`config.mk`:
```
export PLATFORM = sky130hd
export DESIGN_NAME = if_fetch_queue
export DESIGN_NICKNAME = d
export VERILOG_FILES = /design/src/rtl/if_fetch_queue.sv
export SDC_FILE = /design/constraint.sdc
export NUM_CORES = 1
export LEC_CHECK = 0
export CORE_MARGIN = 1.5
export CORE_UTILIZATION = 51
export CTS_CLUSTER_SIZE = 40
export DETAILED_ROUTE_END_ITERATION = 8
export PLACE_DENSITY_LB_ADDON = 0.25
export SLEW_MARGIN = 20
export SYNTH_ARGS = -nofsm -noshare
export SYNTH_HDL_FRONTEND = slang
export SYNTH_SLANG_ARGS = --single-unit
export TNS_END_PERCENT = 100
```
`constraint.sdc`:
```
create_clock -name clk -period 3.4 [get_ports clk]
set_clock_uncertainty 0.2 [all_clocks]
set_input_delay 0.34 -clock clk [delete_from_list [all_inputs] [get_ports clk]]
set_output_delay 0.34 -clock clk [all_outputs]
set_load 0.1 [all_outputs]
```
`src/rtl/if_fetch_queue.sv`:
```
// if_fetch_queue: PC generator, one-outstanding imem fetch, DEPTH-entry prefetch FIFO.
// Ports: clk/rst_n, imem_* fetch bus, redirect_*/status events, id_* head handshake. Macro: IF_KEEP_KERNEL_BIT_EN.
module if_fetch_queue #(
   parameter int unsigned ADDR_W = 32,
   parameter int unsigned DEPTH = 4,
   parameter logic [ADDR_W-1:0] RESET_VEC = 32'h8000_0000,
   parameter logic [ADDR_W-1:0] INTR_VEC = 32'h8000_0004,
   parameter logic [ADDR_W-1:0] EXC_VEC = 32'h8000_0008
) (
   input  logic              clk,
   input  logic              rst_n,
   output logic              imem_req,
   output logic [ADDR_W-1:0] imem_addr,
   input  logic              imem_valid,
   input  logic [31:0]       imem_rdata,
   input  logic              redirect_valid,
   input  logic [ADDR_W-1:0] redirect_target,
   input  logic [1:0]        status,
   output logic              id_valid,
   input  logic              id_ready,
   output logic [31:0]       id_instr,
   output logic [ADDR_W-1:0] id_pc_plus4
);

   localparam int unsigned PW = $clog2(DEPTH);
   localparam int unsigned CW = PW + 1;

   logic [ADDR_W-1:0] pc;
   logic [ADDR_W-1:0] pc_inc;
   logic [ADDR_W-1:0] req_tag;
   logic [ADDR_W-1:0] evt_pc;
   logic [CW-1:0]     count;
   logic [CW:0]       occ;
   logic [PW-1:0]     rd_ptr;
   logic [PW-1:0]     wr_ptr;
   logic              pending;
   logic              discard;
   logic              evt;
   logic              resp;
   logic              push;
   logic              pop;

   logic [31:0]       q_instr [DEPTH];
   logic [ADDR_W-1:0] q_tag [DEPTH];

   function automatic logic [ADDR_W-1:0] inc4(
      input logic [ADDR_W-1:0] a
   );
`ifdef IF_KEEP_KERNEL_BIT_EN
      inc4 = {a[ADDR_W-1], a[ADDR_W-2:0] + (ADDR_W-1)'(4)};
`else
      inc4 = a + ADDR_W'(4);
`endif
   endfunction

   assign pc_inc = inc4(pc);
   assign evt = redirect_valid | (|status);

   // Both status bits may be set: the interrupt takes precedence,
   // so a priority (not unique) decode is required here.
   always_comb begin
      evt_pc = redirect_target;
      priority case (1'b1)
         status[1]: evt_pc = INTR_VEC;
         status[0]: evt_pc = EXC_VEC;
         default:   evt_pc = redirect_target;
      endcase
   end

   // A response only counts against an outstanding request; a strobe
   // seen with nothing pending (e.g. across a reset) is ignored.
   assign resp = imem_valid & pending;
   assign push = resp & ~discard & ~evt;
   assign pop  = id_valid & id_ready & ~evt;

   // Occupancy including the in-flight slot, net of this cycle's pop.
   assign occ = {1'b0, count} + (CW+1)'(pending) - (CW+1)'(pop);

   assign imem_req = rst_n & ~evt
                   & (~pending | imem_valid)
                   & (occ < (CW+1)'(DEPTH));
   assign imem_addr = pc;

   assign id_valid    = (count != '0);
   assign id_instr    = q_instr[rd_ptr];
   assign id_pc_plus4 = q_tag[rd_ptr];

   always_ff @(posedge clk or negedge rst_n) begin
      if (!rst_n) begin
         pc      <= RESET_VEC;
         req_tag <= '0;
         pending <= 1'b0;
         discard <= 1'b0;
      end else if (evt) begin
         pc <= evt_pc;
         // A still-outstanding fetch belongs to the old stream; its
         // response must be swallowed when it finally arrives.
         if (pending & ~imem_valid) begin
            discard <= 1'b1;
         end else begin
            pending <= 1'b0;
            discard <= 1'b0;
         end
      end else begin
         if (imem_req) begin
            pc      <= pc_inc;
            req_tag <= pc_inc;
            pending <= 1'b1;
         end else if (resp) begin
            pending <= 1'b0;
         end
         if (resp) begin
            discard <= 1'b0;
         end
      end
   end

   always_ff @(posedge clk or negedge rst_n) begin
      if (!rst_n) begin
         count  <= '0;
         rd_ptr <= '0;
         wr_ptr <= '0;
      end else if (evt) begin
         count  <= '0;
         rd_ptr <= '0;
         wr_ptr <= '0;
      end else begin
         if (push) begin
            wr_ptr <= wr_ptr + PW'(1);
         end
         if (pop) begin
            rd_ptr <= rd_ptr + PW'(1);
         end
         count <= count + CW'(push) - CW'(pop);
      end
   end

   always_ff @(posedge clk or negedge rst_n) begin
      if (!rst_n) begin
         for (int i = 0; i < int'(DEPTH); i++) begin
            q_instr[i] <= '0;
            q_tag[i]   <= '0;
         end
      end else if (push) begin
         q_instr[wr_ptr] <= imem_rdata;
         q_tag[wr_ptr]   <= req_tag;
      end
   end

endmodule

```
Word level (Yosys, flattened, before mapping):

Index checks and enable logic that the tools add are counted.

* word-level logic and storage cells: 79
* bits in read-only memories: 0
* register bits: 329
* input bits: 71
* memories kept: 0
* output and inout port bits: 98
* memory bits (writable): 0
* bits in latches: 0

* mux-type cells: 25
* $mul: 0
* shifts and indexed selects: 0
* $add $sub $neg: 7
* reductions and logical operators: 10
* order comparisons: 4
* bitwise operators: 17
* eq/ne operators: 1
* div/mod/pow operators: 0

Operators by type and width (count)
* 32-bit 2-to-1 mux: 9
* 128-bit bitwise mux: 2
* 32-bit binary-select mux with 2-bit select: 2
* 32-bit demux with 2-bit select: 1
* 32-bit by 3-bit adder with 32-bit output (second input constant): 1
* 1-bit AND: 9
* 2-bit 2-to-1 mux: 4
* 2-bit nonzero test: 4
* 3-bit >= comparator (second input constant): 2
* 1-bit 2-to-1 mux: 6
* 2-bit NOT with 3-bit output: 2
* 3-bit nonzero test: 2
* 2-bit by 1-bit adder with 2-bit output (second input constant): 2
* 3-bit by 1-bit adder with 4-bit output: 1
* 4-bit by 3-bit less-than comparator with 1-bit output (second input constant): 1
* 1-bit NOT: 4
* 2-bit AND reduction: 2
* 4-bit by 1-bit subtractor with 4-bit output: 1
* 3-bit by 1-bit adder with 3-bit output: 1
* 3-bit by 1-bit less-than comparator with 1-bit output (second input constant): 1
* 3-bit 2-to-1 mux: 1
* 3-bit by 1-bit subtractor with 3-bit output: 1
* 2-bit != test (second input constant): 1
* 1-bit bitwise OR: 2
* 2 further kinds: 2

Depth between registers and ports, before layout:

* depth in word-level cells: 9
* gate-level depth with buffers: 16
* mapped depth without buffers: 13

Least setup slack after synthesis:

No wires, ideal clock.

* path type: flip-flop to output port
* from: register count[0]
* to: output imem_req
* arrival: 3430 ps
* slack: -570 ps
* required time: 2860 ps
* buffers on the path: 2
* cell stages (with the launch flop): 14
* cell sequence: dfrtp_1 or3_1 nand2_1 nor2_1 ha_1 inv_1 ha_1 and3b_1 a211o_1 nor2_1 nand2_1 inv_2 buf_2 buf_2

* word-level cells in the longest chain between the ends: 6
* elaborated cells on any way between the ends: 7
* those cells by class: add/sub: 2; order compare: 1; bitwise: 3; reduce/logical: 1

RTL lines
* start: declaration: RTL line 32 `logic [CW-1:0] count;`
* start signal: assignment: RTL line 134 `count <= count + CW'(push) - CW'(pop);`
* 3-bit nonzero test: RTL line 84 `assign id_valid = (count != '0);`
* via id_valid: RTL line 19 `output logic id_valid,`
* 1-bit AND (2 in series): RTL line 74 `assign pop = id_valid & id_ready & ~evt;`
* 4-bit by 1-bit subtractor with 4-bit output: RTL line 77 `assign occ = {1'b0, count} + (CW+1)'(pending) - (CW+1)'(pop);`
* 4-bit by 3-bit less-than comparator with 1-bit output: RTL line 81 `& (occ < (CW+1)'(DEPTH));`
* 1-bit AND: RTL line 81
* end: declaration: RTL line 12 `output logic imem_req,`

The timed path passes the listed nets, and every way through them passes these cells.

Final worst setup path:

* from: register count[0]
* to: output imem_req

* word-level cells in the longest chain between the ends: 6
* elaborated cells on any way between the ends: 7
* those cells by class: add/sub: 2; order compare: 1; bitwise: 3; reduce/logical: 1

RTL lines (RTL line)
* parallel branches: the longest is 3 deep, another holds 3-bit by 1-bit adder with 4-bit output
* 4-bit by 1-bit subtractor with 4-bit output *: 77
* 4-bit by 3-bit less-than comparator with 1-bit output *: 81
* 1-bit AND *: 81

Mark *: on every way between the ends.

==> flow_metrics.py <==
metrics = {
    "grt": {
        "grt_pass1_vias": 9893,
        "grt.total_usage_pct": 22.5,
        "antenna_found_initial": 0,
        "grt_pass1_wl_um": 54200,
        "grt_max_degree": 105,
        "grt_overflow": 0,
    },
    "clock_network": {
        "cts_buffers": 36,
        "cts_sinks": 329,
        "clockRootBuffer": "clkbuf_16",
        "cts_tree": "built",
        "clk_pin_slew_ns": 0.06,
        "ctsLongestPathBuffers": 3,
        "cts.htree.levels": 2,
        "clk_latency_ns": 0.52,
    },
    "synthesis": {
        "synth-edff-count": 0,
        "seq_area_frac_synth_pct": 54.9,
        "yosysTopAreaCellShare_pct": 54.7,
        "ys_warn_count": 0,
        "synth.avg_cell_area_sq_um": 14.1,
        "yosys-top-cells-area": "dfrtp_1 55%, mux2_1 15%, mux4_2 9.6%",
        "yosysTopAreaCell": "dfrtp_1",
        "synth-main-ff-cell": "dfrtp_1",
        "mappedNetlistNets": 1142,
        "syn_inst": 1061,
        "synthArstFlopShare_pct": 100,
        "mappedNetlistArea_sq_um": 15000,
        "synth-seq-cells": 329,
        "ys_types": 54,
    },
    "detailed_routing": {
        "wl_um": 32900,
        "antenna_left": 0,
        "route.detailed.drc": 0,
        "firstDrtPassIters": 5,
        "drt-initial-drc-count": 427,
        "post_drt_via_cell_ratio": 5.67,
        "vias": 9412,
        "wl_per_cell_um": 19.8,
    },
    "min_path": {
        "hold_start": "redirect_target[1]",
        "hold_depth": 3,
        "worstHoldEndpoint": "imem_addr[1]",
        "worstHoldPathType": "input port to flop",
    },
    "critical_path": {
        "criticalPathCategory": "flop to output port",
        "cp-start-kind": "flop",
        "cp.required_ns": 2.86,
        "reg2reg_from": "count[0]",
        "crit_path_end_kind": "output port",
        "reg2regPathDepth": 13,
        "r2r_end": "imem_addr[28]",
        "crit_arrival_ns": 2.97,
        "worstSetupStartpoint": "count[0]",
        "rrSetupSlack_ns": 0.01,
        "critPathMaxFanout": 3,
    },
    "finish": {
        "area_delta_synth_final_pct": 22.6,
        "multi_input_area_sq_um": 6470,
        "diodes": 0,
        "nFillCells": 2161,
        "drive_gt1_share_pct": 26.8,
        "register_area_sq_um": 8240,
        "layout.nets": 1333,
    },
    "placement": {
        "hpwl_um": 21400,
        "gp_congestion": 0.845,
        "port_buffers": 168,
    },
    "timing": {
        "setup_viol": 1,
        "timing.final.hold_violations": 0,
        "max_freq_mhz": 285,
        "drv_slew": 0,
        "timing.final.ws_setup_ns": -0.112,
        "fin_crit_ns": 3.51,
        "setup_tns_ns": -0.112,
        "worstMarginPinSlew_ns": 0.996,
        "fin_crit_sh_pct": 103,
        "timing.slew.headroom_pct": 33.4,
        "rsz0062_at_grt": "true",
        "holdWs_ns": 0.242,
    },
    "die": {
        "rows": 62,
        "core_sq_um": 28900,
        "io_pins": 169,
        "start_util_pct": 52.0,
        "die_w_um": 175,
        "fp.dieArea_sq_um": 30500,
        "fp.dieH_um": 175,
    },
    "pwr": {
        "intPower_mw": 6.85,
        "seqPwrFrac_pct": 44.0,
        "power.density_nw_per_um2": 533,
        "p_comb_share_pct": 17.7,
        "peakVddDrop_uv": 366,
        "switching_share_pct": 30.2,
        "clkPwrFrac_pct": 38.3,
        "leakage_nw": 8.87,
        "power_switching_mw": 2.97,
    },
    "status": {
        "violations": "negative setup slack",
        "status": "complete, but fails checks",
    },
    "flow_run": {
        "drv_cap": 0,
    },
}
-- cell type report --
cell class,instances,area share (%)
clock inverters,7,0.231
well taps,384,2.61
clock buffers,54,5.98
repair buffers,222,11.0
inverters,14,0.286
multi-input cells,649,35.2
flip-flops and latches,329,44.8
-- cells in the mapped netlist, types with 3 or more instances --
library cell,count
o31ai_1,3
nand2_2,4
mux4_2,64
nand4_1,8
o21ai_0,31
mux2_1,197
nor2_1,51
mux2_2,63
a21oi_1,46
inv_1,13
and4_1,7
nor3b_1,3
mux2i_1,3
nand2b_1,4
and2_1,3
or3_1,5
buf_1,8
a211oi_1,5
xnor2_1,39
nor4_1,9
ha_1,9
nand3_1,9
nor3_1,19
nand2_1,24
xor2_1,13
buf_2,37
a31oi_1,4
clkbuf_1,21
dfrtp_1,328
and3_1,3
a311oi_1,3
-- worst max path at each step --
| stage | slack, ns | end |
|---|---|---|
| finish | -0.11 | imem_req |
| global route | -0.19 | imem_req |
| CTS | -0.09 | imem_req |
| detailed placement | -0.08 | imem_addr[28] |
| global placement | 0.008 | imem_addr[28] |
| floorplan | 0.02 | imem_req |
-- critical path, cell delays in order, from the launching register on --
cell and delay, ns:
dfrtp_1 0.39, or3_4 0.41, nand2_4 0.09, nor2_4 0.05, ha_4 0.16, inv_2 0.06
ha_4 0.18, and3b_1 0.17, a211o_1 0.32, nor2_2 0.13, nand2_1 0.10, inv_2 0.19
buf_12 0.19
-- layer usage --
metal / part of all wire, % / vias up / routed length (um) / global-route usage (%)
li1: - / 4257 / - / -
met1: 46 / 4844 / 15200 / 33.0
met2: 47 / 267 / 15400 / 35.8
met3: 5.4 / 44 / 1760 / 3.39
met4: 1.5 / 0 / 501 / 4.88
met5: 0 / - / 0 / 0
-- sequential cells by signal (all words and copies together), names as in the netlist --
register	cells
rd_ptr	2
count	3
discard	1
pending	1
imem_addr	32
q_instr	128
wr_ptr	2
q_tag	128
req_tag	32
-- power by group through the flow --
stage / combinational [mW] / sequential, mW / clock [mW]
after CTS: 1.75 / 4.32 / 3.87
after floorplan: 1.16 / 4.42 / 0
after detailed placement: 1.74 / 4.39 / 0
after global routing: 1.82 / 4.35 / 4.03
after global placement: 1.72 / 4.38 / 0
final: 1.73 / 4.32 / 3.76
-- stage by stage --
| step | instance area [sq um] | worst slack, ns | std cells | power [mW] | utilization (%) |
|---|---|---|---|---|---|
| final | 18400 | -0.112 | 1659 | 9.81 | 63.8 |
| after global routing | 18400 | -0.189 | 1659 | 10.2 | 63.8 |
| after CTS | 18400 | -0.0895 | 1656 | 9.94 | 63.7 |
| after detailed placement | 17100 | -0.0826 | 1583 | 6.12 | 59.3 |
| after global placement | 17100 | 0.00841 | 1583 | 6.09 | 59.3 |
| after floorplan | 15000 | 0.0223 | 1061 | 5.58 | - |
-- logic make-up after synthesis --
group | after synthesis | share of synthesized area [%]
buffers and inverters | 83 | 2.48
xor gates and xnor gates | 52 | 3.03
adders and majority gates | 10 | 0.884
and+or+nand+nor | 164 | 5.89
muxes | 327 | 29.3
AOI/OAI and AO/OA | 96 | 3.54
DFF | 329 | 54.9
-- placed cells by master, fill, tap and decap left out, drive strengths merged, types with 28 or more instances in the layout --
| cell | synthesis | layout |
|---|---|---|
| mux2 | 260 | 260 |
| a21oi | 46 | 46 |
| clkbuf | 21 | 54 |
| xnor2 | 39 | 39 |
| buf | 48 | 136 |
| dfrtp | 328 | 328 |
| nand2 | 28 | 28 |
| nor2 | 52 | 52 |
| o21ai | 31 | 31 |
| mux4 | 64 | 64 |
| clkdlybuf4s50 | 0 | 85 |
-- repair_timing --
| item | CTS | global route |
|---|---|---|
| buffers inserted | 10 | 4 |
| setup endpoints to repair | 1 | 1 |
| hold buffers | 2 | 0 |
| endpoints found under the hold margin | 82 | 0 |
| resized for setup | 8 | 1 |
| pin swaps | 7 | 5 |
Power figures use the tool's default switching activity.
